**src/rtl/game_pkg.sv**
```systemverilog
// Shared types and constants for the round sequencer.
//   round_state_t : FSM state encoding (IDLE=0 ... GAME_OVER=7), also driven on o_state.
//   STATE_W       : width of the state encoding.
//   LIVES_W       : width of the lives counter.
//   cnt_w()       : counter width for a terminal count, never below one bit.
package game_pkg;

  localparam int unsigned STATE_W = 3;
  localparam int unsigned LIVES_W = 4;

  typedef enum logic [STATE_W-1:0] {
    StIdle,
    StGen,
    StWaitRdy,
    StPlay,
    StPaused,
    StWinShow,
    StLoseShow,
    StGameOver
  } round_state_t;

  function automatic int unsigned cnt_w(input int unsigned n);
    return (n <= 1) ? 1 : $clog2(n);
  endfunction

endpackage

```
**src/rtl/edge_detect.sv**
```systemverilog
// Rising-edge detector: one history flop, combinational pulse while the input
// is high for the first cycle after a 0->1 transition.
//   clk     : system clock
//   arst    : asynchronous active-high reset (history cleared)
//   i_level : debounced button level
//   o_rise  : rising-edge pulse
module edge_detect (
  input  logic clk,
  input  logic arst,
  input  logic i_level,
  output logic o_rise
);

  logic r_prev;

  always_ff @(posedge clk or posedge arst) begin
    if (arst) begin
      r_prev <= 1'b0;
    end else begin
      r_prev <= i_level;
    end
  end

  assign o_rise = i_level & ~r_prev;

endmodule

```
**src/rtl/round_sequencer.sv**
```systemverilog
// Game round sequencer: start/level-generate/play/pause/result/game-over flow,
// with rating and lives bookkeeping. All outputs are registered.
// Optional feature: define ROUND_SEQUENCER_RDY_TIMEOUT_EN to re-strobe level
// generation when i_safe_zone_rdy does not arrive within RDY_TIMEOUT cycles.
// Ports:
//   clk, arst            : clock, asynchronous active-high reset
//   i_start, i_pause_btn : debounced button levels (edge detected here)
//   i_safe_zone_rdy      : level generation finished
//   i_win, i_lose        : round outcome
//   o_regenerate_level   : one-cycle new-level strobe
//   o_pause              : freeze ball/timer (low only while playing)
//   o_rating, o_lives    : score and remaining lives
//   o_game_over          : game-over indicator
//   o_state              : encoded FSM state
module round_sequencer
  import game_pkg::*;
#(
  parameter int unsigned RATING_WIDTH       = 8,
  parameter int unsigned NUM_LIVES          = 3,
  parameter int unsigned RESULT_HOLD_CYCLES = 72_000_000,
  parameter int unsigned RDY_TIMEOUT        = 1_000_000
) (
  input  logic                    clk,
  input  logic                    arst,
  input  logic                    i_start,
  input  logic                    i_pause_btn,
  input  logic                    i_safe_zone_rdy,
  input  logic                    i_win,
  input  logic                    i_lose,
  output logic                    o_regenerate_level,
  output logic                    o_pause,
  output logic [RATING_WIDTH-1:0] o_rating,
  output logic [LIVES_W-1:0]      o_lives,
  output logic                    o_game_over,
  output logic [STATE_W-1:0]      o_state
);

  localparam int unsigned HOLD_W = cnt_w(RESULT_HOLD_CYCLES);

  round_state_t            r_state, w_state_d;
  logic [RATING_WIDTH-1:0] r_rating, w_rating_d;
  logic [LIVES_W-1:0]      r_lives, w_lives_d;
  logic [HOLD_W-1:0]       r_hold_cnt, w_hold_cnt_d;
  logic                    r_regen, w_regen_d;
  logic                    r_pause, w_pause_d;
  logic                    r_game_over, w_game_over_d;
  // Blocks presses on the first cycle after reset so a held button is not a press.
  logic                    r_armed;
  logic                    w_start_rise, w_pause_rise;
  logic                    w_start_press, w_pause_press;
  logic                    w_hold_done;
  logic                    w_rdy_expired;

  edge_detect u_start_edge (
    .clk     (clk),
    .arst    (arst),
    .i_level (i_start),
    .o_rise  (w_start_rise)
  );

  edge_detect u_pause_edge (
    .clk     (clk),
    .arst    (arst),
    .i_level (i_pause_btn),
    .o_rise  (w_pause_rise)
  );

  assign w_start_press = w_start_rise & r_armed;
  assign w_pause_press = w_pause_rise & r_armed;
  assign w_hold_done   = (r_hold_cnt == HOLD_W'(RESULT_HOLD_CYCLES - 1));

`ifdef ROUND_SEQUENCER_RDY_TIMEOUT_EN
  localparam int unsigned RDY_W = cnt_w(RDY_TIMEOUT);

  logic [RDY_W-1:0] r_rdy_cnt, w_rdy_cnt_d;

  assign w_rdy_expired = (r_rdy_cnt == RDY_W'(RDY_TIMEOUT - 1));

  always_comb begin
    w_rdy_cnt_d = '0;
    if (r_state == StWaitRdy && w_state_d == StWaitRdy) begin
      w_rdy_cnt_d = r_rdy_cnt + 1'b1;
    end
  end

  always_ff @(posedge clk or posedge arst) begin
    if (arst) begin
      r_rdy_cnt <= '0;
    end else begin
      r_rdy_cnt <= w_rdy_cnt_d;
    end
  end
`else
  assign w_rdy_expired = 1'b0;
`endif

  // State and registered outputs.
  always_ff @(posedge clk or posedge arst) begin
    if (arst) begin
      r_state     <= StIdle;
      r_rating    <= '0;
      r_lives     <= LIVES_W'(NUM_LIVES);
      r_hold_cnt  <= '0;
      r_regen     <= 1'b0;
      r_pause     <= 1'b1;
      r_game_over <= 1'b0;
      r_armed     <= 1'b0;
    end else begin
      r_state     <= w_state_d;
      r_rating    <= w_rating_d;
      r_lives     <= w_lives_d;
      r_hold_cnt  <= w_hold_cnt_d;
      r_regen     <= w_regen_d;
      r_pause     <= w_pause_d;
      r_game_over <= w_game_over_d;
      r_armed     <= 1'b1;
    end
  end

  // Next state and score bookkeeping.
  always_comb begin
    w_state_d  = r_state;
    w_rating_d = r_rating;
    w_lives_d  = r_lives;
    case (r_state)
      StIdle: begin
        if (w_start_press) w_state_d = StGen;
      end
      StGen: begin
        w_state_d = StWaitRdy;
      end
      StWaitRdy: begin
        if (i_safe_zone_rdy) begin
          w_state_d = StPlay;
        end else if (w_rdy_expired) begin
          w_state_d = StGen;
        end
      end
      StPlay: begin
        // Win beats lose, and any result beats a pause press.
        if (i_win) begin
          w_state_d = StWinShow;
          if (r_rating != '1) w_rating_d = r_rating + 1'b1;
        end else if (i_lose) begin
          w_lives_d = r_lives - 1'b1;
          w_state_d = (w_lives_d == '0) ? StGameOver : StLoseShow;
        end else if (w_pause_press) begin
          w_state_d = StPaused;
        end
      end
      StPaused: begin
        if (w_pause_press) w_state_d = StPlay;
      end
      StWinShow, StLoseShow: begin
        if (w_hold_done) w_state_d = StGen;
      end
      StGameOver: begin
        if (w_start_press) begin
          w_rating_d = '0;
          w_lives_d  = LIVES_W'(NUM_LIVES);
          w_state_d  = StGen;
        end
      end
      default: begin
        w_state_d = StIdle;
      end
    endcase
  end

  // Next values of the registered outputs and the result-hold counter.
  always_comb begin
    w_regen_d     = (w_state_d == StGen);
    w_pause_d     = (w_state_d != StPlay);
    w_game_over_d = (w_state_d == StGameOver);
    w_hold_cnt_d  = '0;
    if ((r_state == StWinShow || r_state == StLoseShow) && w_state_d == r_state) begin
      w_hold_cnt_d = r_hold_cnt + 1'b1;
    end
  end

  assign o_regenerate_level = r_regen;
  assign o_pause            = r_pause;
  assign o_rating           = r_rating;
  assign o_lives            = r_lives;
  assign o_game_over        = r_game_over;
  assign o_state            = r_state;

endmodule

```
**config.mk**
```make
export PLATFORM = sky130hd
export DESIGN_NAME = round_sequencer
export DESIGN_NICKNAME = d
export VERILOG_FILES = /design/src/rtl/game_pkg.sv /design/src/rtl/edge_detect.sv /design/src/rtl/round_sequencer.sv
export SDC_FILE = /design/constraint.sdc
export NUM_CORES = 1
export LEC_CHECK = 0
export ABC_AREA = 1
export CAP_MARGIN = 20
export CORE_MARGIN = 8
export CORE_UTILIZATION = 45
export DETAILED_ROUTE_END_ITERATION = 10
export GPL_TIMING_DRIVEN = 0
export PLACE_DENSITY = 0.63
export SYNTH_ARGS = -nofsm -noshare
export SYNTH_HDL_FRONTEND = slang
export SYNTH_HIERARCHICAL = 1
export SYNTH_SLANG_ARGS = --single-unit
```
**constraint.sdc**
```tcl
create_clock -name clk -period 1.7 [get_ports clk]
set_input_delay 0.17 -clock clk [delete_from_list [all_inputs] [get_ports clk]]
set_output_delay 0.17 -clock clk [all_outputs]
set_load 0.02 [all_outputs]
```
==> metrics.md <==
| Metric | Value |
|---|---|
| Outcome | completed |
| DRC Markers | 0 |
| Hold Crit Class | in -> async |
| Pre-CTS WS | -0.0354 ns |
| RR Startpoint | r_hold_cnt[1] |
| Vias in the first global route | 2383 |
| Mean post-synth cell area | 7.52 um2 |
| Post-synthesis cell area | 2800 um2 |
| GP Congestion | 0.817 |
| VDD IR max | 840 uV |
| Port Buffers | 24 |
| Syn. warnings | 6 |
| Core area | 5960 um2 |
| Clk pwr share | 18.6% |
| Worst-case clock buffer depth | 2 |
| Max Fclk | 603 MHz |
| Slowest cell on the critical path | clkdlybuf4s50_1 |
| Overall routing resource usage | 14.4% |
| CP Data Required Time | 1.53 ns |
| Crit end category | primary output |
| P_int | 0.00233 W |
| H-tree level count | 2 |
| Die area | 9000 um2 |
| Sequential power share | 39.7% |
| Finished Layout Cells | 487 |
| P per Cell Area | 1160 nW/um2 |
| Reg clk slew, reported paths | 0.09 ns |
| RSZ-0062 raised after global routing | true |
| Detailed-placement wirelength estimate | 4.59 mm |
| Layout cells sized above 1 | 14.6% |
| Main combinational cell family by area after synthesis | simple AND/OR/NAND/NOR gates |
| Final Hold Vio Count | 0 |
| CP max FO | 5 |
| Skew-Pair Late Insertion Delay | 0.31 ns |
| Area Overhead vs Synth | 20.4% |
| Max_cap viols | 0 |
| Setup CP Type | reg -> out |
| I/O pin cnt | 25 |
| Pleak | 1.48 nW |
| Count of final setup violators | 0 |
| Overall power | 0.00390 W |
| Final net count | 422 |
| CTS tree | yes |
| FF-to-FF End | r_hold_cnt[20] |
| Cell Count Post-Placement | 472 |
| Die span in y | 94.9 um |
| Die W | 94.9 um |
| Buf+Inv Stages, Crit Path | 1 |
| Critical Path AT | 1.49 ns |
| Worst-path cell chain | clkdlybuf4s50_1 |
| Congestion Overflow GR | 0 |
| Total CTS buffers | 5 |
| # fillers | 569 |
| Mux cell area share after synthesis | 0% |
| Final WS setup | 0.0420 ns |
| Global-route wire length before repair | 10.5 mm |
| Initial detailed-routing violation count | 78 |
| Initial core utilization | 47.0% |
| Tmin final | 1.66 ns |
| WL final | 5.98 mm |
| Switching pwr | 0.00158 W |
| Routed Antenna Nets | 0 |
| Xor/xnor cell area share of the yosys netlist | 5.95% |
| Max stage delay on crit path | 0.61 ns |
| Final max-slew violation count | 0 |
| Post-synthesis cell count | 372 |
| DR pass1 iterations | 4 |
| Compound-gate portion of the synthesized area | 4.07% |
| Startpoint class of the critical path | register |
| Post-Synth Simple-Gate Area | 37.1% |
| Initial antenna violation count | 0 |
| Largest net degree at the start of global routing | 32 |
| Fraction of the mapped netlist area in adder cells | 1.79% |
| Routed len/inst | 12.3 um |
| Clk_skew | 0.0171 ns |
| Post-synth cell types | 32 |
| Cell family with most CP delay | buffers and inverters |
| Post-Syn Nets | 383 |
| CTS root buffer | clkbuf_8 |
| FF+latch count, synth | 48 |
| Diode count | 0 |
| Combinational power share | 41.7% |
| CTS sink count | 48 |
| Reg2Reg Depth | 9 |
| Drt via density | 4.88 |
| Register area share after synthesis | 43.1% |
| Final worst path period share | 97.5% |
| Sw frac | 40.4% |
| Via count | 2375 |
| Worst R2R Setup Slack | 0.07 ns |
| Row count | 28 |
-- state kept, by name, indices dropped and copies added (netlist names) --
name and count:
o_game_over 1, o_lives 4, o_pause 1, o_rating 8, o_regenerate_level 1, o_state 3, r_armed 1, r_hold_cnt 27
u_pause_edge/r_prev 1, u_start_edge/r_prev 1
-- metal layers --
| metal | up-vias | global-route usage [%] | routed length, um |
|---|---|---|---|
| met3 | 10 | 3.10 | 144 |
| met1 | 1111 | 17.0 | 2800 |
| met4 | 0 | 5.33 | 106 |
| met5 | - | 0 | 0 |
| li1 | 1228 | - | - |
| met2 | 26 | 25.2 | 2930 |
-- layout by cell type, fill, tap and decap left out, drive strengths merged --
| cell type | instances |
|---|---|
| nand2 | 102 |
| nor2 | 70 |
| inv | 54 |
| dfrtp | 45 |
| clkdlybuf4s50 | 24 |
| nand3 | 22 |
| xor2 | 15 |
| nor3 | 12 |
| o21ai | 11 |
| buf | 11 |
| nand4 | 7 |
| a21oi | 7 |
| clkbuf | 5 |
| xnor2 | 4 |
| ha | 4 |
| nor3b | 3 |
| or2 | 3 |
| dfstp | 3 |
| nand3b | 2 |
| o22ai | 1 |
| nor2b | 1 |
| a31oi | 1 |
| a211oi | 1 |
| nor4 | 1 |
| and3 | 1 |
| clkinvlp | 1 |
| conb | 1 |
-- synthesized netlist by cell type --
cell,n,share of area (%)
nor2_2,5,1.1
xnor2_1,4,1.3
buf_4,2,0.54
a21oi_1,6,1.1
nand2_2,3,0.67
o21ai_0,11,2.0
inv_1,50,6.7
nand3_1,19,3.4
nor3_1,12,2.1
nor4_1,1,0.22
or2_2,3,0.67
o22ai_1,1,0.22
a211oi_1,1,0.27
nor2_1,60,8.1
nand4_1,7,1.6
dfstp_2,3,2.8
and3_1,1,0.22
nor2_4,5,2.0
a21oi_2,1,0.31
nand2_4,3,1.2
buf_6,1,0.40
a31oi_1,1,0.22
inv_2,2,0.27
conb_1,1,0.13
nand2_1,96,13
dfrtp_1,45,40
nand3_2,3,1.1
nor2b_4,1,0.49
nand3b_1,2,0.54
xor2_1,15,4.7
ha_1,4,1.8
nor3b_1,3,0.80
-- stage by stage --
step	TNS (ns)	area, um2	hold slack [ns]	util [%]
after floorplan	0	2800	-0.101	-
after global placement	-27.69	3130	0.371	52.6
after detailed placement	-0.403	3150	0.403	52.9
after CTS	0	3270	0.0725	55.0
after global routing	-0.0413	3370	0.0974	56.6
final	0	3370	0.0777	56.6
-- layout make-up --
type	instances	area (um2)	area share [%]
Inverter	52	195	5.79
Multi-Input combinational cell	269	1430	42.5
Tap cell	75	93.8	2.78
Clock inverter	3	25.0	0.743
Timing Repair Buffer	32	313	9.28
Clock buffer	5	68.8	2.04
Sequential cell	48	1210	35.8
Buffer	3	33.8	1.00
-- what timing repair did --
item / in CTS / in global routing
gates cloned: 0 / 0
resized for setup: 2 / 17
hold buffers: 0 / 0
pin swaps: 1 / 5
endpoints found under the setup margin: 21 / 30
setup buffers: 3 / 4
-- logic make-up (layout without fill, tap and decap cells) --
logic type | Yosys count | after routing
compound gates | 21 | 21
xor+xnor | 19 | 19
fa+ha+maj | 4 | 4
buf+inv | 55 | 95
flops | 48 | 48
other cells | 1 | 1
simple gates | 224 | 224
-- power by group through the flow --
stage,Combinational (W),Clock [W],Sequential (W)
CTS,0.00157,0.000747,0.00154
global route,0.00183,0.000784,0.00159
floorplan,0.000771,0,0.00174
detailed placement,0.00153,0,0.00157
finish,0.00163,0.000726,0.00155
global placement,0.00151,0,0.00157
-- worst max-delay path by stage --
stage	start	to	cells after the start
floorplan	o_lives[0]	o_game_over	12
global placement	arst	r_hold_cnt[6]	2
detailed placement	r_hold_cnt[0]	r_hold_cnt[24]	9
CTS	r_hold_cnt[1]	r_hold_cnt[20]	9
global route	r_hold_cnt[0]	r_hold_cnt[20]	9
finish	o_lives[0]	o_lives[0]	1
(Power assumes the default switching activity.)
